[config.mk]
export PLATFORM = sky130hd
export DESIGN_NAME = frame_color_classifier
export DESIGN_NICKNAME = d
export VERILOG_FILES = /design/src/rtl/frame_color_classifier_pkg.sv /design/src/rtl/frame_color_classifier_pixel_raster_counter.sv /design/src/rtl/frame_color_classifier.sv
export SDC_FILE = /design/constraint.sdc
export NUM_CORES = 1
export LEC_CHECK = 0
export CORE_AREA = 2 2 158 160
export DETAILED_ROUTE_END_ITERATION = 7
export DIE_AREA = 0 0 160 162
export PLACE_DENSITY = 0.52
export SETUP_SLACK_MARGIN = 0.02
export SLEW_MARGIN = 10
export SYNTH_ARGS = -nofsm -noshare
export SYNTH_HDL_FRONTEND = slang
export SYNTH_HIERARCHICAL = 1
export SYNTH_SLANG_ARGS = --single-unit
[constraint.sdc]
create_clock -name clk -period 6.7 [get_ports clk]
set_input_delay 1.34 -clock clk [delete_from_list [all_inputs] [get_ports clk]]
set_output_delay 1.34 -clock clk [all_outputs]
set_load 0.1 [all_outputs]
[src/rtl/frame_color_classifier_pkg.sv]
// rtl/frame_color_classifier_pkg.sv - shared codes, frame geometry and FSM states
//
// Purpose: constants and types shared by the frame colour classifier and the
//          raster address generator.
// Contents:
//   COL_*  : 2-bit reported colour codes
//   PIX_*  : 3-bit {R,G,B} pure-colour pixel codes
//   QCIF_* : default frame geometry
//   state_t: classifier FSM state encoding
package frame_color_classifier_pkg;

  localparam logic [1:0] COL_NONE  = 2'b00;
  localparam logic [1:0] COL_RED   = 2'b01;
  localparam logic [1:0] COL_GREEN = 2'b10;
  localparam logic [1:0] COL_BLUE  = 2'b11;

  localparam logic [2:0] PIX_R = 3'b100;
  localparam logic [2:0] PIX_G = 3'b010;
  localparam logic [2:0] PIX_B = 3'b001;

  localparam int QCIF_W      = 176;
  localparam int QCIF_H      = 144;
  localparam int QCIF_PIXELS = QCIF_W * QCIF_H;

  typedef enum logic [1:0] {
    IDLE   = 2'd0,
    SCAN   = 2'd1,
    DRAIN  = 2'd2,
    DECIDE = 2'd3
  } state_t;

endpackage

[src/rtl/frame_color_classifier_pixel_raster_counter.sv]
// rtl/frame_color_classifier_pixel_raster_counter.sv - raster address generator with window flag
//
// Purpose: walks a frame buffer in raster order, tracking column/row of the
//          address currently presented, and flags addresses inside a window.
// Ports:
//   clk, rst  : clock, asynchronous active-high reset
//   clear     : restart at address 0 / column 0 / row 0
//   advance   : step to the next pixel (holds once the last pixel is reached)
//   addr      : current buffer address
//   in_window : current pixel lies inside [WIN_X0..WIN_X1] x [WIN_Y0..WIN_Y1]
//   last      : current address is the final pixel of the frame
module pixel_raster_counter #(
  parameter int AW     = 15,
  parameter int IMG_W  = 176,
  parameter int IMG_H  = 144,
  parameter int WIN_X0 = 48,
  parameter int WIN_X1 = 127,
  parameter int WIN_Y0 = 32,
  parameter int WIN_Y1 = 111
) (
  input  logic          clk,
  input  logic          rst,
  input  logic          clear,
  input  logic          advance,
  output logic [AW-1:0] addr,
  output logic          in_window,
  output logic          last
);

  localparam int CW = (IMG_W > 1) ? $clog2(IMG_W) : 1;
  localparam int RW = (IMG_H > 1) ? $clog2(IMG_H) : 1;
  localparam logic [AW-1:0] LAST_ADDR = AW'(IMG_W * IMG_H - 1);
  localparam logic [CW-1:0] COL_LAST  = CW'(IMG_W - 1);

  logic [CW-1:0] col;
  logic [RW-1:0] row;

  assign last = (addr == LAST_ADDR);

  // Bounds are compared as full integers so an inverted window (X1 < X0)
  // simply never matches.
  assign in_window = (int'(col) >= WIN_X0) && (int'(col) <= WIN_X1) &&
                     (int'(row) >= WIN_Y0) && (int'(row) <= WIN_Y1);

  always_ff @(posedge clk or posedge rst) begin
    if (rst) begin
      addr <= '0;
      col  <= '0;
      row  <= '0;
    end else if (clear) begin
      addr <= '0;
      col  <= '0;
      row  <= '0;
    end else if (advance && !last) begin
      addr <= addr + 1'b1;
      if (col == COL_LAST) begin
        col <= '0;
        row <= row + 1'b1;
      end else begin
        col <= col + 1'b1;
      end
    end
  end

endmodule

[src/rtl/frame_color_classifier.sv]
// rtl/frame_color_classifier.sv - counts pure R/G/B pixels in a window and reports the dominant colour
//
// Purpose: on each rising edge of frame_ready, scans the frame buffer once,
//          counts pure-red/green/blue pixels inside the window and reports
//          the winning colour if its count reaches THRESH.
// Ports:
//   clk, rst          : clock, asynchronous active-high reset
//   frame_ready       : capture stage "frame complete" level
//   rd_data / rd_addr : buffer read port, data valid one clk after address
//   busy              : scan in progress (start through DECIDE)
//   result_valid      : one-cycle pulse when color/counts update
//   color             : 00 none, 01 red, 10 green, 11 blue
//   cnt_r/cnt_g/cnt_b : counts of the last completed scan
module frame_color_classifier
  import frame_color_classifier_pkg::*;
#(
  parameter int AW     = 15,
  parameter int IMG_W  = QCIF_W,
  parameter int IMG_H  = QCIF_H,
  parameter int WIN_X0 = 48,
  parameter int WIN_X1 = 127,
  parameter int WIN_Y0 = 32,
  parameter int WIN_Y1 = 111,
  parameter int THRESH = 1600
) (
  input  logic          clk,
  input  logic          rst,
  input  logic          frame_ready,
  input  logic [2:0]    rd_data,
  output logic [AW-1:0] rd_addr,
  output logic          busy,
  output logic          result_valid,
  output logic [1:0]    color,
  output logic [AW-1:0] cnt_r,
  output logic [AW-1:0] cnt_g,
  output logic [AW-1:0] cnt_b
);

  localparam logic [AW-1:0] ACC_MAX = '1;

  state_t        state, state_next;
  logic          frame_ready_q;
  logic          start;
  logic          clear, advance;
  logic          in_window, last;
  logic          win_q, valid_q;
  logic [AW-1:0] acc_r, acc_g, acc_b;
  logic [1:0]    win_color;
  logic [AW-1:0] win_max;

  assign start = frame_ready & ~frame_ready_q;

  pixel_raster_counter #(
    .AW(AW), .IMG_W(IMG_W), .IMG_H(IMG_H),
    .WIN_X0(WIN_X0), .WIN_X1(WIN_X1), .WIN_Y0(WIN_Y0), .WIN_Y1(WIN_Y1)
  ) u_raster (
    .clk      (clk),
    .rst      (rst),
    .clear    (clear),
    .advance  (advance),
    .addr     (rd_addr),
    .in_window(in_window),
    .last     (last)
  );

  always_comb begin
    state_next = state;
    clear      = 1'b0;
    advance    = 1'b0;
    case (state)
      IDLE: begin
        if (start) begin
          clear      = 1'b1;
          state_next = SCAN;
        end
      end
      SCAN: begin
        advance = 1'b1;
        if (last) state_next = DRAIN;
      end
      DRAIN:   state_next = DECIDE;
      DECIDE:  state_next = IDLE;
      default: state_next = IDLE;
    endcase
  end

  // Strict greater-than lets an earlier colour keep a tie: red > green > blue.
  always_comb begin
    win_color = COL_RED;
    win_max   = acc_r;
    if (acc_g > win_max) begin
      win_color = COL_GREEN;
      win_max   = acc_g;
    end
    if (acc_b > win_max) begin
      win_color = COL_BLUE;
      win_max   = acc_b;
    end
  end

  always_ff @(posedge clk or posedge rst) begin
    if (rst) begin
      state         <= IDLE;
      frame_ready_q <= 1'b0;
      busy          <= 1'b0;
      result_valid  <= 1'b0;
      color         <= COL_NONE;
      cnt_r         <= '0;
      cnt_g         <= '0;
      cnt_b         <= '0;
      acc_r         <= '0;
      acc_g         <= '0;
      acc_b         <= '0;
      win_q         <= 1'b0;
      valid_q       <= 1'b0;
    end else begin
      state         <= state_next;
      frame_ready_q <= frame_ready;
      result_valid  <= 1'b0;
      // Window flag and data-valid follow the issued address by one cycle
      // so they line up with rd_data.
      win_q         <= in_window;
      valid_q       <= (state == SCAN);

      if (clear) begin
        acc_r <= '0;
        acc_g <= '0;
        acc_b <= '0;
        busy  <= 1'b1;
      end else if (valid_q && win_q) begin
        case (rd_data)
          PIX_R:   if (acc_r != ACC_MAX) acc_r <= acc_r + 1'b1;
          PIX_G:   if (acc_g != ACC_MAX) acc_g <= acc_g + 1'b1;
          PIX_B:   if (acc_b != ACC_MAX) acc_b <= acc_b + 1'b1;
          default: ;
        endcase
      end

      if (state == DECIDE) begin
        cnt_r        <= acc_r;
        cnt_g        <= acc_g;
        cnt_b        <= acc_b;
        color        <= (int'(win_max) >= THRESH) ? win_color : COL_NONE;
        result_valid <= 1'b1;
        busy         <= 1'b0;
      end
    end
  end

endmodule

# [Word level (Yosys, flattened, before mapping)]
# Cells that the tools add are included.
[totals] inputBits=6 output_inout_bits=64 reg_bits=130
[classes] n_bitwise=2 reduce_logical=22 order_cmp=7 n_addsub=6 n_eq_ne=13 n_mux=34
[ops] cell="$mux W15" n=16
[ops] cell="$add A15 B1 Y15 const B" n=4
[ops] cell="$mux W8" n=6
[ops] cell="$ne A15 B15 Y1 const B" n=3
[ops] cell="$gt A15 B15 Y1" n=2
[ops] cell="$reduce_bool A2 Y1" n=10
[ops] cell="$add A8 B1 Y8 const B" n=2
[ops] cell="$ge A8 B6 Y1 const B" n=2
[ops] cell="$le A8 B7 Y1 const B" n=2
[ops] cell="$eq A15 B15 Y1 const B" n=1
[ops] cell="$ge A15 B11 Y1 const B" n=1
[ops] cell="$mux W2" n=5
[ops] cell="$reduce_and A3 Y1" n=3
[ops] cell="$eq A8 B8 Y1 const B" n=1
[ops] cell="$pmux W2 S4" n=1
[ops] cell="$mux W1" n=6
[ops] cell="$logic_and A1 B1 Y1" n=5
[ops] cell="$eq A2 B2 Y1 const B" n=2
[ops] cell="$reduce_and A2 Y1" n=2
[ops] cell="$eq A3 B1 Y1 const B" n=1
[ops] cell="$eq A3 B2 Y1 const B" n=1
[ops] cell="$eq A3 B3 Y1 const B" n=1
[ops] cell="$eq A2 B1 Y1 const B" n=1
[ops] cell="$logic_not A2 Y1" n=1
[ops] cell="other kinds (5)" n=5

# [Depth between registers and ports, before layout]
[depth] ltp_word=6 ltp_mapped=18

# [Cells and area by module]
# The synthesis kept the hierarchy.
[by_module_without_submodules] mod="frame_color_classifier" instances=1 area_per_inst_um2=5266.3 cells_per_inst=491
[by_module_without_submodules] mod="pixel_raster_counter" instances=1 area_per_inst_um2=1861.8 cells_per_inst=207

# [Worst setup path after synthesis]
# OpenSTA, ideal clock, no wires.
[synth_path] path_type="reg-to-reg" startpoint="register acc_r[14]" endpoint="register color[0]" slack_ns=2.942 synth_period_minus_slack_ns=3.758 t_required_ns=6.574 path_stages_with_launch=17 arrival_time_ns=3.632 path_cell_list="dfrtp_1 inv_1 ha_1 nand4_2 nand2b_2 a31oi_1 buf_2 buf_1 a21oi_1 ha_1 nand4_2 nor4_4 a311o_1 a211oi_1 a211o_1 and3_4 a311o_1"
[synth_between] elab_chain_len=6
[synth_lines] item="start, declared" line_no="frame_color_classifier.sv:47" rtl="logic [AW-1:0] acc_r, acc_g, acc_b;"
[synth_lines] item="start signal, assigned" line_no="frame_color_classifier.sv:132" rtl="PIX_R: if (acc_r != ACC_MAX) acc_r <= acc_r + 1'b1;"
[synth_lines] item="$gt A15 B15 Y1" line_no="frame_color_classifier.sv:91" rtl="if (acc_g > win_max) begin"
[synth_lines] item="$mux W15" line_no="frame_color_classifier.sv:91"
[synth_lines] item="$gt A15 B15 Y1" line_no="frame_color_classifier.sv:95" rtl="if (acc_b > win_max) begin"
[synth_lines] item="$mux W15" line_no="frame_color_classifier.sv:95"
[synth_lines] item="$ge A15 B11 Y1" line_no="frame_color_classifier.sv:143" rtl="color <= (int'(win_max) >= THRESH) ? win_color : COL_NONE;"
[synth_lines] item="$mux W2 *" line_no="frame_color_classifier.sv:143"
[synth_lines] item="end signal, assigned" line_no="frame_color_classifier.sv:143"
[synth_lines] item="end, declared" line_no="frame_color_classifier.sv:33" rtl="output logic [1:0] color,"
# Mark *: on every way between the ends. The rest lies on a longest branch, timed or not.
# A chain may end at the register's enable or synchronous reset.

# [Final worst setup path]
[layout_path] startpoint="register acc_r[12]" endpoint="register color[0]"
# The elaborated chain is that of the path after synthesis.

==> summary.txt <==
Outcome = completed
Syn Std Cell Area = 7130 µm²
Core ar. = 24100 µm²
Yosys reg bits = 130
Adder-cell share of the synthesized area = 0.0720
Clk_skew = 13.3 ps
Setup TNS = 0 ps
CTS Sinks = 130
DRC = 0
Max Freq = 236 MHz
Setup ws final = 2450 ps
Largest net degree at the start of global routing = 56
Syn nets = 745
Post-synthesis async set-or-reset flop share = 1.00
Syn Area/Cell = 10.2 µm²
Post-DP HPWL = 12100 µm
Worst Max-Slew Pin Slew = 1000 ps
Routed Antenna Nets = 0
Share of cells above drive strength 1 = 0.148
WL/cell = 15.8 µm
WHS = 503 ps
Final #Nets = 807
Die outline height = 162 µm
Post-Synth XOR/XNOR Area = 0.0516
Drt pass-1 iters = 4
PortBufs = 69
Post-synth EDFFs = 0
DP Worst Slack = 2240 ps
Die Area = 25900 µm²
Metal3 WL = 961 µm
Cells after DPL = 1065
Clock-pin slew on the worst setup and hold paths = 60 ps
Post-CTS setup buffer count = 0
Htree depth = 4
Yosys cell types = 70
Req. time, crit path = 7000 ps
First-pass GRT wire length = 28800 µm
Setup CP Type = reg -> reg
Initial detailed-routing violation count = 226
Via count = 5395
Post-synthesis compound-gate area fraction = 0.106
Gpl congestion = 0.829
Layout area overhead = 23.1%
Largest family of logic cells by synthesized area = simple AND/OR/NAND/NOR gates
CTS Root Cell = clkbuf_16
Count of final setup violators = 0
Top routing layer in use = met4
Max_slew headroom = 0.329
Cell count after synthesis = 698
Routed wire length = 17400 µm
RSZ-0062 raised after global routing = no
CTS tree = yes
PostCTS Resize Cnt = 0
Min Tclk post-route = 4250 ps
Routed wl met2 = 7960 µm
Cell leakage power = 3.75 nW
Cts hold-fix bufs = 0
Initial antenna violation count = 2
Gr ovfl total = 0
Vias per cell = 4.91
Synth Area in Simple Gates = 0.192
Num ports = 70
Max-cap violations = 0
Num CTS Buffers = 17
Power Dens Cells = 386 nW/µm²
Mux share of post-synthesis cell area = 0.0834
Hold Path Class = reg -> reg
CTS Buffer Depth = 2
Arr. time, crit path = 4550 ps
Sequential cell area fraction in the yosys report = 0.456
Die width = 160 µm
Peak supply drop = 0.234 mV
Ys flop type = dfrtp_1
Worst-Skew Late Latency = 420 ps
Initial Util = 0.296
CP Max Fanout = 29
Post-Route M1 WL = 8240 µm
CP Capture Type = register
Vias in the first global route = 5173
Crit start category = register
Cell Rows = 57
Fin. Hold Viols = 0
Yosys Warn Count = 6
Total GRT Usage = 0.140
Slew Viols, Final = 0
Final instance count without filler cells = 1098
Final design utilization = 0.364
Final Cycle Share = 0.634
## cells by family after synthesis
group	Yosys count
muxes	53
xor gates and xnor gates	42
adders and majority gates	41
buffers and inverters	68
AOI/OAI and AO/OA	110
DFF	130
and+or+nand+nor	254
## worst paths after layout
path                                endpoint  slack, ps  cells past startpoint  startpoint
worst max-delay path                color[0]       2450                     16   acc_r[12]
worst min-delay path                cnt_r[5]        500                      1    cnt_r[5]
worst max register to register      color[0]       2450                     16   acc_r[12]
worst min register to register      cnt_r[5]        500                      1    cnt_r[5]
max in group asynchronous           acc_g[4]       4220                      3         rst
min in group asynchronous       result_valid       1360                      2         rst
## stage by stage
stage	instance area (µm²)	power [mW]
floorplan	7130	2.10
CTS	8760	3.42
global route	8770	3.57
global placement	8130	2.41
detailed placement	8130	2.41
finish	8770	3.39
## critical path, stage by stage, from the launching register on
cell      delay, ps
dfrtp_1         390
inv_1           120
ha_1            350
a21oi_1         180
nor2_1           60
a211oi_1        450
a31oi_4         400
nor2_1          220
a21oi_1          80
ha_1            360
nand4_2         160
nor4_4          350
a311o_1         210
a211oi_1         60
a211o_1         250
and3_4          180
a311o_1         300
## state kept, by name, indices dropped and copies added, names as in the netlist, 2 cells and up
register,count
acc_b,15
acc_g,15
acc_r,15
cnt_b,15
cnt_g,15
cnt_r,15
color,2
state,2
u_raster/addr,15
u_raster/col,8
u_raster/row,8
## synthesized netlist by cell type, types with 2 or more instances
library cell	count	area, µm²
dfrtp_1	130	3250
nor2_1	87	327
mux2_2	51	574
a21oi_1	46	230
ha_1	41	513
nand3_1	41	205
inv_1	37	139
nand2_1	29	109
xnor2_1	29	254
nand4_1	19	119
clkbuf_1	17	63.8
o21ai_0	14	70.1
xor2_1	13	114
nor2b_1	11	68.8
nor4_1	10	62.6
nor3_1	9	45.0
buf_1	8	30.0
or3_1	7	43.8
and3_1	6	37.5
or4_1	6	45.0
o31ai_1	5	37.5
a211oi_1	4	30.0
a311oi_1	4	35.0
a31oi_1	4	25.0
a21boi_0	3	22.5
a311o_1	3	30.0
and2_1	3	18.8
and4_1	3	26.3
buf_2	3	15.0
nor4b_2	3	45.0
a21o_1	2	15.0
a31o_1	2	17.5
a31o_2	2	17.5
buf_6	2	22.5
mux2i_1	2	20.0
nand2b_1	2	12.5
nand4_2	2	25.0
nor3b_1	2	15.0
nor4_4	2	42.5
o2111ai_1	2	17.5
o211ai_1	2	15.0
o311ai_0	2	17.5
## area by class of cell
class / instances / area (µm²)
repair buffers: 73 / 721
flip-flops and latches: 130 / 3250
inverters: 38 / 145
multi-input cells: 500 / 3620
well taps: 324 / 405
fillers: 2477 / 15300
clock inverters: 13 / 185
diodes: 2 / 5.00
clock buffers: 18 / 439
## where the power goes
part / switching, mW / internal (mW) / total (mW)
combinational: 0.975 / 0.384 / 1.36
clock: 0.361 / 0.631 / 0.991
sequential: 0.128 / 0.909 / 1.04
total: 1.46 / 1.92 / 3.39
## routing by layer
| layer | vias to the layer above | global-route usage |
|---|---|---|
| li1 | 2635 | - |
| met4 | 0 | 0.0430 |
| met5 | - | 0 |
| met3 | 17 | 0.0429 |
| met1 | 2633 | 0.186 |
| met2 | 110 | 0.218 |
## cell usage in the layout, fill, tap and decap left out, types with 3 or more instances in the layout
master           Yosys  layout
inv_1               37      35
and3_1               6       6
buf_4                0       4
a21oi_1             46      46
a21boi_0             3       3
clkinv_2             0       3
nor2b_1             11      11
or4_1                6       6
mux2_2              51      51
and4_1               3       3
o21ai_0             14      14
clkinv_4             0       3
a311oi_1             4       4
nand2_1             29      29
ha_1                41      40
nor4_1              10      10
nand3_1             41      41
or3_1                7       7
nor2_1              87      87
a211oi_1             4       4
a31oi_1              4       3
dfrtp_1            130     130
bufinv_16            0       4
nor4b_2              3       3
clkdlybuf4s50_1      0      69
xnor2_1             29      29
o31ai_1              5       5
nor3_1               9       9
a311o_1              3       3
nand4_1             19      19
clkbuf_16            0      17
and2_1               3       3
xor2_1              13      13
(Power assumes the default switching activity.)
